===== src/rtl/uart_tx.sv =====
// UART transmit stage: serialises a parallel word into start / data (LSB first) /
// optional parity / stop bits, advancing one bit per baud_tick pulse.
module uart_tx #(
    parameter int DATA_BITS = 8,
    parameter int PARITY    = 0,
    parameter int STOP_BITS = 1
) (
    input  logic                 clk,
    input  logic                 rst,
    input  logic                 baud_tick,
    input  logic [DATA_BITS-1:0] tx_data,
    input  logic                 tx_valid,
    output logic                 tx_ready,
    output logic                 txd,
    output logic                 busy,
    output logic                 tx_done
);

    localparam int CNT_W = $clog2(DATA_BITS);
    localparam logic [CNT_W-1:0] LAST_BIT  = CNT_W'(DATA_BITS - 1);
    localparam logic             LAST_STOP = 1'(STOP_BITS - 1);

    localparam logic [2:0] S_IDLE   = 3'd0;
    localparam logic [2:0] S_SYNC   = 3'd1;
    localparam logic [2:0] S_START  = 3'd2;
    localparam logic [2:0] S_DATA   = 3'd3;
    localparam logic [2:0] S_PARITY = 3'd4;
    localparam logic [2:0] S_STOP   = 3'd5;

    logic [2:0]           state;
    logic [DATA_BITS-1:0] shift;
    logic                 par;
    logic [CNT_W-1:0]     bit_cnt;
    logic                 stop_cnt;
    logic                 accept;

    // Handshake: a word moves when tx_valid and tx_ready are both high at a
    // rising clk edge; tx_ready is high only while idle, so data offered
    // during a frame simply waits.
    assign tx_ready = (state == S_IDLE);
    assign busy     = ~tx_ready;
    assign accept   = tx_valid & tx_ready;

    always_ff @(posedge clk or negedge rst) begin
        if (!rst) begin
            state    <= S_IDLE;
            shift    <= '0;
            par      <= 1'b0;
            bit_cnt  <= '0;
            stop_cnt <= 1'b0;
            txd      <= 1'b1;
            tx_done  <= 1'b0;
        end else begin
            tx_done <= 1'b0;
            // Accept takes priority, so a tick in the accept cycle is dropped
            // and SYNC lines the start bit up with the next one.
            if (accept) begin
                shift <= tx_data;
                par   <= (PARITY == 2) ? ~^tx_data : ^tx_data;
                state <= S_SYNC;
            end else if (baud_tick) begin
                case (state)
                    S_SYNC: begin
                        txd   <= 1'b0;
                        state <= S_START;
                    end
                    S_START: begin
                        txd     <= shift[0];
                        shift   <= shift >> 1;
                        bit_cnt <= '0;
                        state   <= S_DATA;
                    end
                    S_DATA: begin
                        if (bit_cnt != LAST_BIT) begin
                            txd     <= shift[0];
                            shift   <= shift >> 1;
                            bit_cnt <= bit_cnt + 1'b1;
                        end else if (PARITY != 0) begin
                            txd   <= par;
                            state <= S_PARITY;
                        end else begin
                            txd      <= 1'b1;
                            stop_cnt <= 1'b0;
                            state    <= S_STOP;
                        end
                    end
                    S_PARITY: begin
                        txd      <= 1'b1;
                        stop_cnt <= 1'b0;
                        state    <= S_STOP;
                    end
                    S_STOP: begin
                        if (stop_cnt != LAST_STOP) begin
                            stop_cnt <= stop_cnt + 1'b1;
                        end else begin
                            tx_done <= 1'b1;
                            state   <= S_IDLE;
                        end
                    end
                    default: begin
                        txd   <= 1'b1;
                        state <= S_IDLE;
                    end
                endcase
            end
        end
    end

endmodule

===== config.mk =====
export PLATFORM = sky130hd
export DESIGN_NAME = uart_tx
export DESIGN_NICKNAME = d
export VERILOG_FILES = /design/src/rtl/uart_tx.sv
export SDC_FILE = /design/constraint.sdc
export NUM_CORES = 1
export LEC_CHECK = 0
export ABC_AREA = 0
export CELL_PAD_IN_SITES_DETAIL_PLACEMENT = 2
export CELL_PAD_IN_SITES_GLOBAL_PLACEMENT = 2
export CORE_MARGIN = 4
export CORE_UTILIZATION = 32
export CTS_BUF_LIST = sky130_fd_sc_hd__clkbuf_8
export DETAILED_ROUTE_END_ITERATION = 8
export GPL_ROUTABILITY_DRIVEN = 0
export PLACE_DENSITY = 0.79
export SLEW_MARGIN = 15
export SYNTH_ARGS = -nofsm -noshare
export SYNTH_HDL_FRONTEND = slang
export SYNTH_SLANG_ARGS = --single-unit

===== constraint.sdc =====
create_clock -name clk -period 1.8 [get_ports clk]
set_clock_uncertainty 0.15 [all_clocks]
set_input_delay 0.36 -clock clk [delete_from_list [all_inputs] [get_ports clk]]
set_output_delay 0.36 -clock clk [all_outputs]
set_load 0.1 [all_outputs]

# --- Word level (Yosys, flattened, before mapping) ---
# Index checks and enable logic that the tools add are counted.
# W data, S select, Z words.
word_totals:
  regBits: 17
  latchBits: 0
  mem_bits_rw: 0
  romBits: 0
  output_inout_bits: 4
  n_memories: 0
classes:
  add_sub_neg: 2
  mul: 0
  div: 0
  order_cmp: 0
  eq_ne: 11
  shifts: 0
  mux: 20
  bitwise_logic: 4
  reduce_logical: 10
ops:
  columns: ["operator", "n"]
  rows:
  - ["$mux W8", 3]
  - ["$pmux W8 S2", 1]
  - ["$mux W3", 5]
  - ["$pmux W3 S5", 1]
  - ["$ne A3 B3 Y1 const B", 4]
  - ["$reduce_and A3 Y1", 3]
  - ["$reduce_and A4 Y1", 2]
  - ["$mux W1", 7]
  - ["$eq A3 B2 Y1 const B", 2]
  - ["$eq A3 B3 Y1 const B", 2]
  - ["$pmux W3 S2", 1]
  - ["$reduce_bool A3 Y1", 2]
  - ["$ne A2 B2 Y1 const B", 2]
  - ["$pmux W1 S4", 1]
  - ["$reduce_bool A2 Y1", 2]
  - ["$add A3 B1 Y3 const B", 1]
  - ["$eq A3 B1 Y1 const B", 1]
  - ["$logic_not A3 Y1", 1]
  - ["$not A1 Y1", 3]
  - ["$pmux W1 S3", 1]
  - ["$add A1 B1 Y1 const B", 1]
  - ["$and A1 B1 Y1", 1]

# --- Longest topological paths before layout ---
# Gate-level depths: netlist of run 1.
logic_depth:
  ltp_word: 5
  ltp_mapped: 6

# --- Worst setup path before layout of run 1 ---
# No wires, ideal clock.
synth_timing:
  kind: "register to output"
  start: "register state[0]"
  end: "output port busy"
  t_arrival_ps: 3066
  path_slack_ps: -1776
  path_stages_with_launch: 5
  path_cell_list: "dfrtp_1 -> buf_6 -> or2_2 -> nor2_1 -> inv_1"
synth_between:
  elab_chain_len: 2
synth_lines:
  columns: ["item", "line_no", "source"]
  rows:
  - ["start: declaration", "30", "logic [2:0] state;"]
  - ["start signal: assignment", "46", "state <= S_IDLE;"]
  - ["start signal: assignment", "60", "state <= S_SYNC;"]
  - ["start signal: assignment", "65", "state <= S_START;"]
  - ["$logic_not A3 Y1", "40", "assign tx_ready = (state == S_IDLE);"]
  - ["named net tx_ready", "13", "output logic tx_ready,"]
  - ["$not A1 Y1", "41", "assign busy = ~tx_ready;"]
  - ["end: declaration", "15", "output logic busy,"]
# The timed path passes the listed nets, and every way through them passes these cells.

# --- Final worst setup path of run 1 ---
layout_timing:
  start: "register state[0]"
  end: "output port busy"
layout_between:
  elab_chain_len: 2
layout_lines:
  columns: ["item", "line_no"]
  rows:
  - ["$logic_not A3 Y1", "40"]
  - ["$not A1 Y1", "41"]
# No other way between the ends.

==> results of run 1 <==
==> report_power, final <==
| part | total, uW | internal [uW] | switching, uW |
|---|---|---|---|
| sequential | 580 | 490 | 89.8 |
| combinational | 585 | 293 | 292 |
| clock | 323 | 194 | 129 |
| total | 1490 | 977 | 511 |
==> worst max-delay path, delay by kind of cell, from the launching register on <==
family                 cells  cell delay, ns
buffers and inverters      2            0.22
and+or+nand+nor            2            0.41
DFF                        1            0.41
==> worst max-delay path by stage <==
stage | to | startpoint
after floorplan | busy | state[0]
after global placement | bit_cnt[0] | baud_tick
after detailed placement | bit_cnt[0] | baud_tick
after CTS | busy | state[0]
after global routing | busy | state[0]
final | busy | state[0]
==> metrics by stage <==
step           cell area [um2]  instances  hold slack (ns)
4_1_cts                   1270        135            0.291
6_report                  1270        135            0.280
3_5_place_dp              1190        128            0.367
5_1_grt                   1270        135            0.311
2_1_floorplan              928         77          -0.0856
3_3_place_gp              1190        128            0.362
==> logic make-up (layout without fill, tap and decap cells) <==
kind of cell    Yosys count  in the layout  synth area share [%]
fa+ha+maj                 3              3                  4.09
mux                       2              2                  2.72
simple gates             25             26                  20.0
compound gates           22             22                  22.8
buf+inv                   9             35                  6.67
flops                    16             16                  43.7
==> cell type report <==
cell class	count	area share, %
inverters	4	1.18
clock buffers	4	4.32
multi-input cells	53	37.8
flip-flops and latches	16	31.7
well taps	31	3.04
repair buffers	27	22.0
==> synthesized netlist by cell type, types with 2 or more instances <==
cell,instances,area (um2)
o21ai_0,6,30.0
nand2_1,6,22.5
o41ai_2,2,32.5
nand2b_1,2,12.5
a21oi_1,2,10.0
o221a_1,7,78.8
ha_1,3,37.5
dfrtp_1,15,375
buf_6,3,33.8
or2b_1,7,52.6
inv_1,4,15.0
==> what timing repair did <==
item                                    4_1_cts  5_1_grt
gates cloned                                  1        0
buffers inserted                              2        0
pin swaps                                     3        1
gates resized for setup                       7        0
endpoints found under the setup margin       12        2
==> per-layer routing <==
metal / routed length, um / part of all wire [%] / GRT usage, % / vias up
met2: 1260 / 54 / 26.6 / 15
met5: 0 / 0 / 0 / -
met3: 73 / 3.1 / 1.89 / 4
met1: 966 / 41 / 17.7 / 366
li1: - / - / - / 337
met4: 36 / 1.5 / 7.27 / 0
==> sequential cells by signal, summed over array words and instances (netlist names) <==
| name | flops |
|---|---|
| state | 3 |
| txd | 1 |
| tx_done | 1 |
| bit_cnt | 3 |
| shift | 8 |
==> Implementation_results.wiki, run 1 <==
{| class="wikitable"
! Metric !! Value
|-
| Setup repair after global routing missed its margin || yes
|-
| Core Footprint || 2760 um2
|-
| Largest net degree at the start of global routing || 17
|-
| Post-synth ARST share || 100%
|-
| DRC violations left || 0
|-
| Syn. warnings || 0
|-
| Power per standard cell area || 1170 nW/um2
|-
| Wire length of the first global-routing pass || 4040 um
|-
| Filler instances || 300
|-
| WP data arrival || 1.28 ns
|-
| Worst Setup Path Type || reg -> out
|-
| Y dimension of the die || 61.6 um
|-
| Layout cell share with drive strength beyond 1 || 36.5%
|-
| Number of cell rows || 19
|-
| DRC marker count from the first detailed-route iteration || 10
|-
| CP max stage delay || 0.41 ns
|-
| Total number of vias || 722
|-
| Post-Route Utilization || 46.2%
|-
| Startpoint class of the critical path || flop
|-
| Area growth from synthesis to layout || 38.8%
|-
| Critical-path cell list || or2_4 > nor2_4 > inv_2 > buf_12
|-
| Detail-routed net length per standard cell || 17.3 um
|-
| Number of routed nets with antenna violations || 0
|-
| Number of antenna repair diodes || 0
|-
| Number of register bits inferred by synthesis || 16
|-
| Number of synthesized flops with an enable pin || 0
|-
| Result of the run || complete, no violations
|-
| Total design power || 1490 uW
|-
| Reg-to-reg setup timing slack || 0.06 ns
|-
| Final setup vio count || 0
|-
| Clock buffer depth || 2
|-
| Flip-flop cell with the highest count after synthesis || dfrtp_1
|-
| TritonCTS Sinks || 16
|-
| Final cycle utilization of the critical path || 99.6%
|-
| Clock root buffer || clkbuf_8
|-
| TritonCTS clock tree || yes
|-
| Cell count of the worst reg-to-reg path || 5
|-
| Leakage power total || 0.000537 uW
|-
| Total length of routed wires || 2340 um
|-
| Clock buffers created by TritonCTS || 3
|-
| Chip width || 61.6 um
|-
| Tightest Hold Check Type || in -> async
|-
| Unique masters post-synth || 31
|-
| Worst vdd rail ir drop || 0.981 mV
|-
| Count of input and output buffers || 15
|-
| Vias per Instance || 5.35
|-
| Clk Latency, worst-skew pair || 0.25 ns
|-
| Number of nets in the finished design || 120
|-
| Reg2Reg Launch Point || bit_cnt[0]
|-
| Final critical-path setup slack || 0.00679 ns
|-
| Sequential cell area fraction in the yosys report || 43.7%
|-
| Starting density of the core || 33.3%
|-
| Kind of end point of the critical path || output pin
|-
| Full die area || 3790 um2
|-
| Fmax || 0.558 GHz
|-
| Most used cells in the layout excluding fill and tap cells || dfrtp_1, buf_4, clkdlybuf4s50_1
|-
| Max-slew violation total from the final report || 0
|-
| Vias in the first global route || 849
|-
| Overflow left after global routing || 0
|-
| Pre-CTS setup slack || -0.223 ns
|-
| Crit path max-delay cell type || dfrtp_2
|-
| Leading cell type in the layout, fill and taps excluded || dfrtp_1
|-
| Detailed Place HPWL || 1780 um
|-
| Reg clk slew, reported paths || 0.06 ns
|-
| Slew @ Worst Pin || 0.232 ns
|-
| Aggregate negative setup slack || 0 ns
|-
| CTS H-Tree Depth || 1
|-
| First-pass detailed-route iteration total || 2
|-
| Area of the multi-input gates || 482 um2
|-
| Relative slew slack || 84.4%
|-
| Avg Cell Area, Syn || 11.9 um2
|-
| Data required time of the worst path || 1.29 ns
|-
| Hold_buf cts || 0
|-
| Post-Syn Nets || 92
|-
| Critical R2R Capture || bit_cnt[0]
|-
| Synth Instances || 77
|-
| Register cell area after layout || 404 um2
|-
| Global-route usage over all layers || 15.0%
|-
| Cell area after synthesis || 918 um2
|-
| Critical path peak fanout || 3
|-
| Initial antenna violation count || 0
|-
| Number of violations of the max-capacitance limit || 0
|-
| Final Hold Vio Count || 0
|-
| Number of I/O pins || 16
|-
| Crit path time final || 1.79 ns
|}
(Power assumes the default switching activity.)
==> run 2: changes to the inputs <==
Settings changed: PLACE_DENSITY 0.79 to not set, PLACE_DENSITY_LB_ADDON set to 0.1.
==> run 2 against run 1 <==
The flow now finishes with violations (setup timing). Worst setup slack worse by 0.0095 ns. Fmax decreased by 0.53%. Final area increased by 3.2%. Routed wire length increased by 14%. Register-to-register slack worse by 0.04 ns. Global-route usage rose by 1.3 points. Sequential power grew 0.9%. Worst hold slack got worse by 0.011 ns. Via count is 3.5% higher. Critical path depth unchanged. First-iteration DRC count grew 110%. Highest routed layer unchanged.
==> Implementation_results.wiki, run 2 (synthesized netlist as in run 1, its figures left out) <==
{| class="wikitable"
! Metric !! Value
|-
| Clock root buffer || clkbuf_8
|-
| Detail-routed net length per standard cell || 19.1 um (+10%)
|-
| Violated checks || setup timing
|-
| Most used cells in the layout excluding fill and tap cells || buf_4, dfrtp_1, clkdlybuf4s50_1
|-
| Clk Latency, worst-skew pair || 0.26 ns (about the same)
|-
| Reg clk slew, reported paths || 0.07 ns (about the same)
|-
| Layout cell share with drive strength beyond 1 || 39.4% (+2.9 points)
|-
| Area growth from synthesis to layout || 43.3%
|-
| DRC marker count from the first detailed-route iteration || 21 (+11)
|-
| Overflow left after global routing || 0 (unchanged)
|-
| Hold_buf cts || 0 (unchanged)
|-
| WP data arrival || 1.29 ns (about the same)
|-
| Starting density of the core || 33.3% (unchanged)
|-
| Vias per Instance || 5.34 (-0.23%)
|-
| TritonCTS clock tree || yes
|-
| Max-slew violation total from the final report || 0 (unchanged)
|-
| Total length of routed wires || 2670 um (+14%)
|-
| Post-route standard cell area excluding fillers || 1320 um2 (+3.2%)
|-
| Vias in the first global route || 828 (-2.5%)
|-
| TritonCTS Sinks || 16 (unchanged)
|-
| Detailed Place HPWL || 1720 um (-3.3%)
|-
| Number of flip-flops in the largest register || 8 (unchanged)
|-
| Leakage power total || 0.000563 uW (+4.8%)
|-
| Reg2Reg Launch Point || bit_cnt[1]
|-
| Number of cell rows || 19 (unchanged)
|-
| Count of input and output buffers || 15 (unchanged)
|-
| Y dimension of the die || 61.6 um (unchanged)
|-
| Register containing the most flip-flops in the final layout || shift
|-
| Worst vdd rail ir drop || 1.06 mV (+7.7%)
|-
| Chip width || 61.6 um (unchanged)
|-
| Final cell count without fillers || 140 (+3.7%)
|-
| Crit path time final || 1.80 ns (+0.00948 ns)
|-
| Tightest Hold Check Type || in -> async
|-
| Reg-to-reg setup timing slack || 0.02 ns (-0.04 ns)
|-
| Worst Setup Path Type || reg -> out
|-
| Relative slew slack || 85.2% (+0.85 points)
|-
| Leading cell type in the layout, fill and taps excluded || buf_4
|-
| Cell count of the worst reg-to-reg path || 5 (unchanged)
|-
| First-pass detailed-route iteration total || 4 (+2)
|-
| Number of routed nets with antenna violations || 0 (unchanged)
|-
| Number of I/O pins || 16 (unchanged)
|-
| Result of the run || complete, but fails checks
|-
| Placed inst area || 1200 um2 (+1.3%)
|-
| Number of placed instances with taps included || 130 (+1.6%)
|-
| Number of nets in the finished design || 125 (+4.2%)
|-
| Initial antenna violation count || 0 (unchanged)
|-
| Global-route usage over all layers || 16.3% (+1.3 points)
|-
| Kind of end point of the critical path || output pin
|-
| Final setup vio count || 1 (+1)
|-
| Data required time of the worst path || 1.29 ns (about the same)
|-
| Final Hold Vio Count || 0 (unchanged)
|-
| CTS H-Tree Depth || 1 (unchanged)
|-
| Full die area || 3790 um2 (unchanged)
|-
| Wire length of the first global-routing pass || 4300 um (+6.3%)
|-
| Largest net degree at the start of global routing || 17 (unchanged)
|-
| Final critical-path setup slack || -0.00269 ns (-0.00948 ns)
|-
| Setup repair after global routing missed its margin || yes
|-
| Startpoint class of the critical path || flop
|-
| Power per standard cell area || 1170 nW/um2 (+0.50%)
|-
| Slew @ Worst Pin || 0.219 ns (-0.0126 ns)
|-
| Fmax || 0.555 GHz (-0.53%)
|-
| Core Footprint || 2760 um2 (unchanged)
|-
| Clock buffers created by TritonCTS || 3 (unchanged)
|-
| Clock buffer depth || 2 (unchanged)
|-
| Final cycle utilization of the critical path || 100% (+0.53 points)
|-
| Largest registers || shift: 8 flops, bit_cnt: 3 flops, state: 3 flops
|-
| Total number of vias || 747 (+3.5%)
|-
| Critical R2R Capture || bit_cnt[0]
|-
| Critical path peak fanout || 2 (-1)
|-
| DRC violations left || 0 (unchanged)
|-
| Number of violations of the max-capacitance limit || 0 (unchanged)
|-
| Number of antenna repair diodes || 0 (unchanged)
|}
run 2: cell types whose count changed in the layout (fill, tap and decap cells not counted), sizes merged:
cell  previous run  this run
buf             16        21
run 2: timing repair:
action / CTS / global route
gates resized for setup: 7 / 1
pin swaps: 3 / 6
gates cloned: 1 / 0
setup endpoints to repair: 12 / 7
buffers inserted: 3 / 2
run 2: per-layer routing:
| metal | GRT usage, % | up-vias | routed length, um |
|---|---|---|---|
| met5 | 0 | - | 0 |
| met4 | 6.97 | 0 | 40 |
| met3 | 3.35 | 5 | 99 |
| met2 | 27.2 | 15 | 1410 |
| met1 | 20.2 | 380 | 1120 |
| li1 | - | 347 | - |
run 2: worst max path at each step:
stage | start | end | depth (start not counted)
detailed placement | baud_tick | bit_cnt[0] | 4
finish | state[1] | busy | 4
global placement | baud_tick | bit_cnt[0] | 4
floorplan | state[0] | busy | 4
CTS | state[1] | busy | 4
global route | state[0] | busy | 4
run 2: critical path: stages, from the launching register on:
cell     delay, ns
dfrtp_2       0.43
or2_4         0.25
nor2_4        0.13
inv_2         0.06
buf_12        0.16
run 2: final cells by class:
type,instances,area [um2]
timing repair buffer,32,322
sequential,16,404
fill,294,1440
tap,31,38.8
clock buffer,4,55.1
inverter,4,15.0
multi-input combinational,53,482
run 2: power by group:
part | switching (uW) | total, uW | internal, uW
Combinational | 305 | 620 | 315
Clock | 146 | 340 | 195
Sequential | 95.0 | 585 | 490
Total | 545 | 1540 | 999
run 2: through the flow:
| step | hold WS (ns) | setup WS [ns] | total power (uW) | setup TNS [ns] | utilization [%] |
|---|---|---|---|---|---|
| CTS | 0.279 | -0.0401 | 1530 | -0.0453 | 47.1 |
| global placement | 0.357 | -0.215 | 1130 | -1.78 | 43.6 |
| global route | 0.298 | -0.0414 | 1640 | -0.0472 | 47.7 |
| finish | 0.270 | -0.00269 | 1540 | -0.00269 | 47.7 |
| detailed placement | 0.390 | -0.218 | 1150 | -1.89 | 43.6 |
| floorplan | -0.0856 | -0.581 | 952 | -0.638 | - |
==> run 3: changes to the inputs <==
Settings changed: CORE_ASPECT_RATIO set to 1.25.
==> run 3 against run 2 <==
The flow now finishes without violations. Critical path type unchanged. Critical path depth unchanged. Non-clock buffer count decreased by 1. First-iteration DRC count decreased by 48%.
==> Implementation_results.wiki, run 3 (synthesized netlist as in run 1, its figures left out) <==
{| class="wikitable"
! Metric !! Value
|-
| Startpoint class of the critical path || flop
|-
| Part of the total power dissipated in sequential elements || 37.3% (-0.6 points)
|-
| Total length of routed wires || 2530 um (-5.2%)
|-
| Critical-path cell list || or2_4 > nor2_4 > inv_2 > buf_12
|-
| Capture point of the critical path || busy
|-
| TritonCTS Sinks || 16 (unchanged)
|-
| DRC violations left || 0 (unchanged)
|-
| DRC marker count from the first detailed-route iteration || 11 (-48%)
|-
| Tightest Hold Check Type || in -> async
|-
| Clock buffer depth || 2 (unchanged)
|-
| Power share of the clock group || 21.2% (-0.8 points)
|-
| Post-route standard cell area excluding fillers || 1320 um2 (+0.48%)
|-
| Total number of vias || 736 (-1.5%)
|-
| Worst vdd rail ir drop || 0.596 mV (-44%)
|-
| Final cycle utilization of the critical path || 99.8% (-0.33 points)
|-
| Clock root buffer || clkbuf_8
|-
| Post-Route Hold Slack || 0.279 ns (+0.00928 ns)
|-
| Critical path buffers and inverters || 2 (unchanged)
|-
| TritonCTS clock tree || yes
|-
| CTS H-Tree Depth || 1 (unchanged)
|-
| Core Footprint || 2710 um2 (-1.9%)
|-
| Launching instance or port of the critical path || state[1]
|-
| Cell count of the worst reg-to-reg path || 5 (unchanged)
|-
| Internal Pwr Total || 1020 uW (+1.9%)
|-
| Final Hold Vio Count || 0 (unchanged)
|-
| Final critical-path setup slack || 0.00331 ns (+0.00600 ns)
|-
| Largest net degree at the start of global routing || 17 (unchanged)
|-
| Largest delay share family, worst path || flip-flops
|-
| Full die area || 3800 um2 (+0.14%)
|-
| Leading cell type in the layout, fill and taps excluded || buf_4
|-
| Final setup vio count || 0 (-1)
|-
| Crit path max-delay cell type || dfrtp_2
|-
| Kind of end point of the critical path || output pin
|-
| Max-slew violation total from the final report || 0 (unchanged)
|-
| Detailed Place HPWL || 1830 um (+6.4%)
|-
| Vias in the first global route || 817 (-1.3%)
|-
| Overflow left after global routing || 0 (unchanged)
|-
| Critical path peak fanout || 2 (unchanged)
|-
| Y dimension of the die || 67.9 um (+10%)
|-
| Detail-routed net length per standard cell || 17.8 um (-6.6%)
|-
| Register containing the most flip-flops in the final layout || shift
|-
| Reg-to-reg setup timing slack || 0.05 ns (+0.03 ns)
|-
| Combinational Power Share || 41.5% (+1.4 points)
|-
| Number of violations of the max-capacitance limit || 0 (unchanged)
|-
| Total design power || 1560 uW (+1.0%)
|-
| Wire length of the first global-routing pass || 4280 um (-0.33%)
|-
| Number of flip-flops in the largest register || 8 (unchanged)
|-
| Slew @ Worst Pin || 0.235 ns (+0.0161 ns)
|-
| Pre-CTS setup slack || -0.244 ns (-0.0263 ns)
|-
| Area growth from synthesis to layout || 44.0%
|-
| Chip width || 55.9 um (-9.2%)
|-
| Vias per Instance || 5.18 (-2.9%)
|-
| Reg clk slew, reported paths || 0.07 ns (about the same)
|-
| Number of antenna repair diodes || 0 (unchanged)
|-
| Number of nets in the finished design || 124 (-0.80%)
|-
| Power per standard cell area || 1180 nW/um2 (+0.56%)
|-
| Most used cells in the layout excluding fill and tap cells || buf_4, dfrtp_1, clkdlybuf4s50_1
|-
| Largest registers || shift: 8 flops, bit_cnt: 3 flops, state: 3 flops
|-
| Switching Fraction || 34.7% (-0.58 points)
|-
| Worst Setup Path Type || reg -> out
|-
| Crit path time final || 1.80 ns (-0.00600 ns)
|-
| Placed inst area || 1200 um2 (-0.31%)
|-
| Relative slew slack || 84.2% (-1.1 points)
|-
| Fmax || 0.557 GHz (+0.33%)
|-
| Initial antenna violation count || 0 (unchanged)
|-
| Clk Latency, worst-skew pair || 0.26 ns (about the same)
|-
| Count of input and output buffers || 15 (unchanged)
|-
| WP data arrival || 1.29 ns (about the same)
|-
| Path length in cells of the critical path || 4 (unchanged)
|-
| Leakage power total || 0.000556 uW (-1.2%)
|-
| Critical R2R Capture || bit_cnt[0]
|-
| Setup repair after global routing missed its margin || yes
|-
| Filler instances || 285 (-3.1%)
|-
| Starting density of the core || 33.9% (+0.63 points)
|-
| Global-route usage over all layers || 15.2% (-1.1 points)
|-
| Layout cell share with drive strength beyond 1 || 39.8% (+0.37 points)
|-
| First-pass detailed-route iteration total || 3 (-1)
|-
| Result of the run || complete, no violations
|-
| Number of cell rows || 21 (+2)
|-
| Number of I/O pins || 16 (unchanged)
|-
| Sw power || 542 uW (-0.62%)
|-
| Number of routed nets with antenna violations || 0 (unchanged)
|-
| Reg2Reg Launch Point || bit_cnt[0]
|-
| Data required time of the worst path || 1.29 ns (about the same)
|-
| Post-Route Utilization || 48.9% (+1.1 points)
|-
| Clock buffers created by TritonCTS || 3 (unchanged)
|-
| CP max stage delay || 0.41 ns (-0.02 ns)
|}
run 3: cell type report:
cell class / instances / area, um2 / area share [%]
clock buffers: 4 / 55.1 / 4.16
repair buffers: 31 / 310 / 23.5
multi-input cells: 53 / 495 / 37.5
well taps: 34 / 42.5 / 3.22
inverters: 4 / 15.0 / 1.14
flip-flops and latches: 16 / 404 / 30.6
run 3: worst min-delay path by stage:
stage | slack [ns] | cells past startpoint | end
3_5_place_dp | 0.39 | 1 | shift[5]
2_1_floorplan | -0.09 | 0 | bit_cnt[0]
4_1_cts | 0.29 | 2 | bit_cnt[1]
5_1_grt | 0.30 | 2 | bit_cnt[1]
3_3_place_gp | 0.36 | 2 | bit_cnt[1]
6_report | 0.28 | 2 | bit_cnt[1]
run 3: power by group through the flow:
| stage | registers, uW | logic [uW] | clock network, uW |
|---|---|---|---|
| after floorplan | 636 | 316 | 0 |
| after global placement | 591 | 541 | 0 |
| after detailed placement | 597 | 565 | 0 |
| after CTS | 582 | 633 | 343 |
| after global routing | 597 | 716 | 362 |
| final | 582 | 648 | 331 |
run 3: repair_timing:
action	CTS	global route
setup buffers	3	2
pin swaps	6	3
gates resized for setup	9	1
endpoints found under the setup margin	12	5
hold buffers	0	0
cloned	1	0
run 3: metrics by stage:
step	cells	TNS, ns
3_3_place_gp	132	-1.46
3_5_place_dp	132	-1.98
2_1_floorplan	77	-0.638
6_report	142	0
4_1_cts	140	-0.0242
5_1_grt	142	-0.0375
run 3: routing by layer:
layer  GRT usage [%]  up-vias  part of all wire (%)
li1                -      349                     -
met1            15.7      364                    36
met2            29.6       18                    58
met3            3.21        5                   4.0
met4            7.12        0                   1.9
met5               0        -                     0
==> RTL change: new RTL, config.mk and constraints of run 2 <==
The parameter `PARITY` goes from 0 to 1.
--- a/src/rtl/uart_tx.sv
+++ b/src/rtl/uart_tx.sv
@@ -2,7 +2,7 @@
 // optional parity / stop bits, advancing one bit per baud_tick pulse.
 module uart_tx #(
     parameter int DATA_BITS = 8,
-    parameter int PARITY    = 0,
+    parameter int PARITY    = 1,
     parameter int STOP_BITS = 1
 ) (
     input  logic                 clk,
Check against the original RTL: no difference found for any inputs over 10 cycles, from zero or initial values and one cycle with rst low; that may be too few to reach the edited logic, so the function may still have changed.
==> RTL change against run 2 <==
The flow still finishes with violations (negative setup slack). Worst setup slack got worse by 0.083 ns. Count of clock-buffer cells in the layout shrank 1. Clock power down 9.1%. Synthesized area up 11%. Total power grew 32%. Sequential cell count rose by 1. Final area grew 16%. Wire length up 15%. Critical endpoint is now shift[3]$_DFFE_PN0P_. Largest cell class unchanged. Largest power group unchanged.
==> RTL change: results <==
[timing]
setup-violations-final = 9
worst_pin_slew_ns = 0.2649
fin_ws_ns = -0.08523
hold_viol_final = 0

[run_status]
violations = "negative setup slack"
status = "complete, but fails checks"

[logic_synthesis]
netlist_instances = 104
yosysWarnings = 0
synth_nets = 118
async_flop_share_pct = 100.0
synthDistinctLibCells = 34
synth_top_cells_by_count = "16 x dfrtp_1, 10 x a21oi_1, 10 x nor2_1"
ys_seq_area_share_pct = 41.89
synthFlopType = "dfrtp_1"
synth_area_leaders = "dfrtp_1 39%, mux2i_1 6.9%, xnor2_1 6.0%, a21oi_1 4.9%, nor2_1 3.7%"

[finish]
fillerInstances = 317
stdcell_count = 183
drive_gt1_share_pct = 38.85
num-nets-final = 154

[power]
peakVddDrop_mv = 0.4864
p_leak_nw = 0.6055

[routing]
detail_route.first_pass.iterations = 2
drtIter0Drc = 34
viasPerCell = 4.880
wl_um = 3076

[clock_network]
cts_root_buf = "clkbuf_8"
cts.clk_slew.worst_paths_ns = 0.08
postCtsSetupBuffers = 2
cts_resized = 4
clock_path_buffers = 2
cts_htree_levels = 1

[global_routing]
grtUsageMet1_pct = 17.82
grtUsageMet2_pct = 26.80
grt_use_total_pct = 14.91
grt_pass1_wl_um = 4740
grt_max_degree = 18
grt_pass1_vias = 956
grt.met3_usage_pct = 3.293

[setup_path]
r2r_cells = 8
crit_path_max_fanout = 6
arrival_ns = 1.92
r2r_end = "shift[3]$_DFFE_PN0P_"
cp-startpoint = "bit_cnt[1]$_DFFE_PN0P_"
cp-endpoint = "shift[3]$_DFFE_PN0P_"

[placement]
dp_slack_ns = -0.2445
dpl.hpwl_um = 2029
port_buffers = 15
place_inst = 171

[hold_path]
worstHoldPathType = "in2async"
[RTL change: cell count changes in the layout (fill, tap and decap cells not counted), sizes merged, moves of 3 or more]
| cell | before | now |
|---|---|---|
| a21oi | 2 | 12 |
| nor2 | 1 | 10 |
| buf | 21 | 28 |
| o221a | 7 | 0 |
| or2b | 7 | 0 |
| xnor2 | 0 | 7 |
| mux2i | 1 | 7 |
| a22o | 0 | 3 |
[RTL change: layout make-up]
type / count / area (um2) / share of cell area [%]
tap: 44 / 55.05 / 3.598
clock inverter: 1 / 5.005 / 0.3271
clock buffer: 3 / 41.29 / 2.698
timing repair buffer: 39 / 405.4 / 26.49
inverter: 3 / 11.26 / 0.7359
multi-input combinational: 76 / 581.8 / 38.02
sequential: 17 / 430.4 / 28.13
[RTL change: routing by layer]
layer	vias to the layer above	part of all wire, %
met1	450	43
met3	2	2.0
met5	-	0
met4	0	0.42
met2	6	54
li1	435	-
[RTL change: where the power goes]
| part | switching (W) | internal, W | total, W |
|---|---|---|---|
| clock | 0.000154 | 0.000154 | 0.000309 |
| sequential | 0.000110 | 0.000530 | 0.000640 |
| combinational | 0.000538 | 0.000551 | 0.00109 |
[RTL change: per-stage QoR]
| stage | util, % | TNS (ns) | cell area, um2 |
|---|---|---|---|
| 5_1_grt | 50.12 | -0.9150 | 1530 |
| 3_3_place_gp | 44.43 | -1.609 | 1356 |
| 3_5_place_dp | 44.43 | -1.991 | 1356 |
| 4_1_cts | 46.76 | -0.04770 | 1428 |
| 6_report | 50.12 | -0.2231 | 1530 |
| 2_1_floorplan | - | -0.9916 | 1040 |
[RTL change: worst max-delay path, stage by stage, from the launching register on]
cell,delay [ns]
dfrtp_1,0.40
ha_2,0.21
ha_4,0.17
nand3b_1,0.20
a31oi_4,0.25
buf_12,0.15
buf_8,0.10
nor2_1,0.04
a21oi_1,0.14
[RTL change: logic make-up (layout without fill, tap and decap cells)]
logic type               Yosys count  in the layout  synth area share (%)
AO/OA/AOI/OAI                     29             29                 19.41
XOR/XNOR                           7              7                 6.020
adder cells (fa/ha/maj)            2              2                 2.457
buffers and inverters             11             46                 6.143
flip-flops                        17             17                 41.89
multiplexers                       8              8                 7.985
AND/OR/NAND/NOR                   30             30                 16.09
[RTL change: worst min path at each step]
stage                                   to  slack [ns]  depth (start not counted)
floorplan           bit_cnt[0]$_DFFE_PN0P_       -0.09                          0
global placement      shift[1]$_DFFE_PN0P_        0.35                          2
detailed placement    shift[4]$_DFFE_PN0P_        0.37                          2
CTS                      tx_done$_DFF_PN0_        0.29                          2
global route          shift[0]$_DFFE_PN0P_        0.31                          2
finish                   tx_done$_DFF_PN0_        0.28                          2
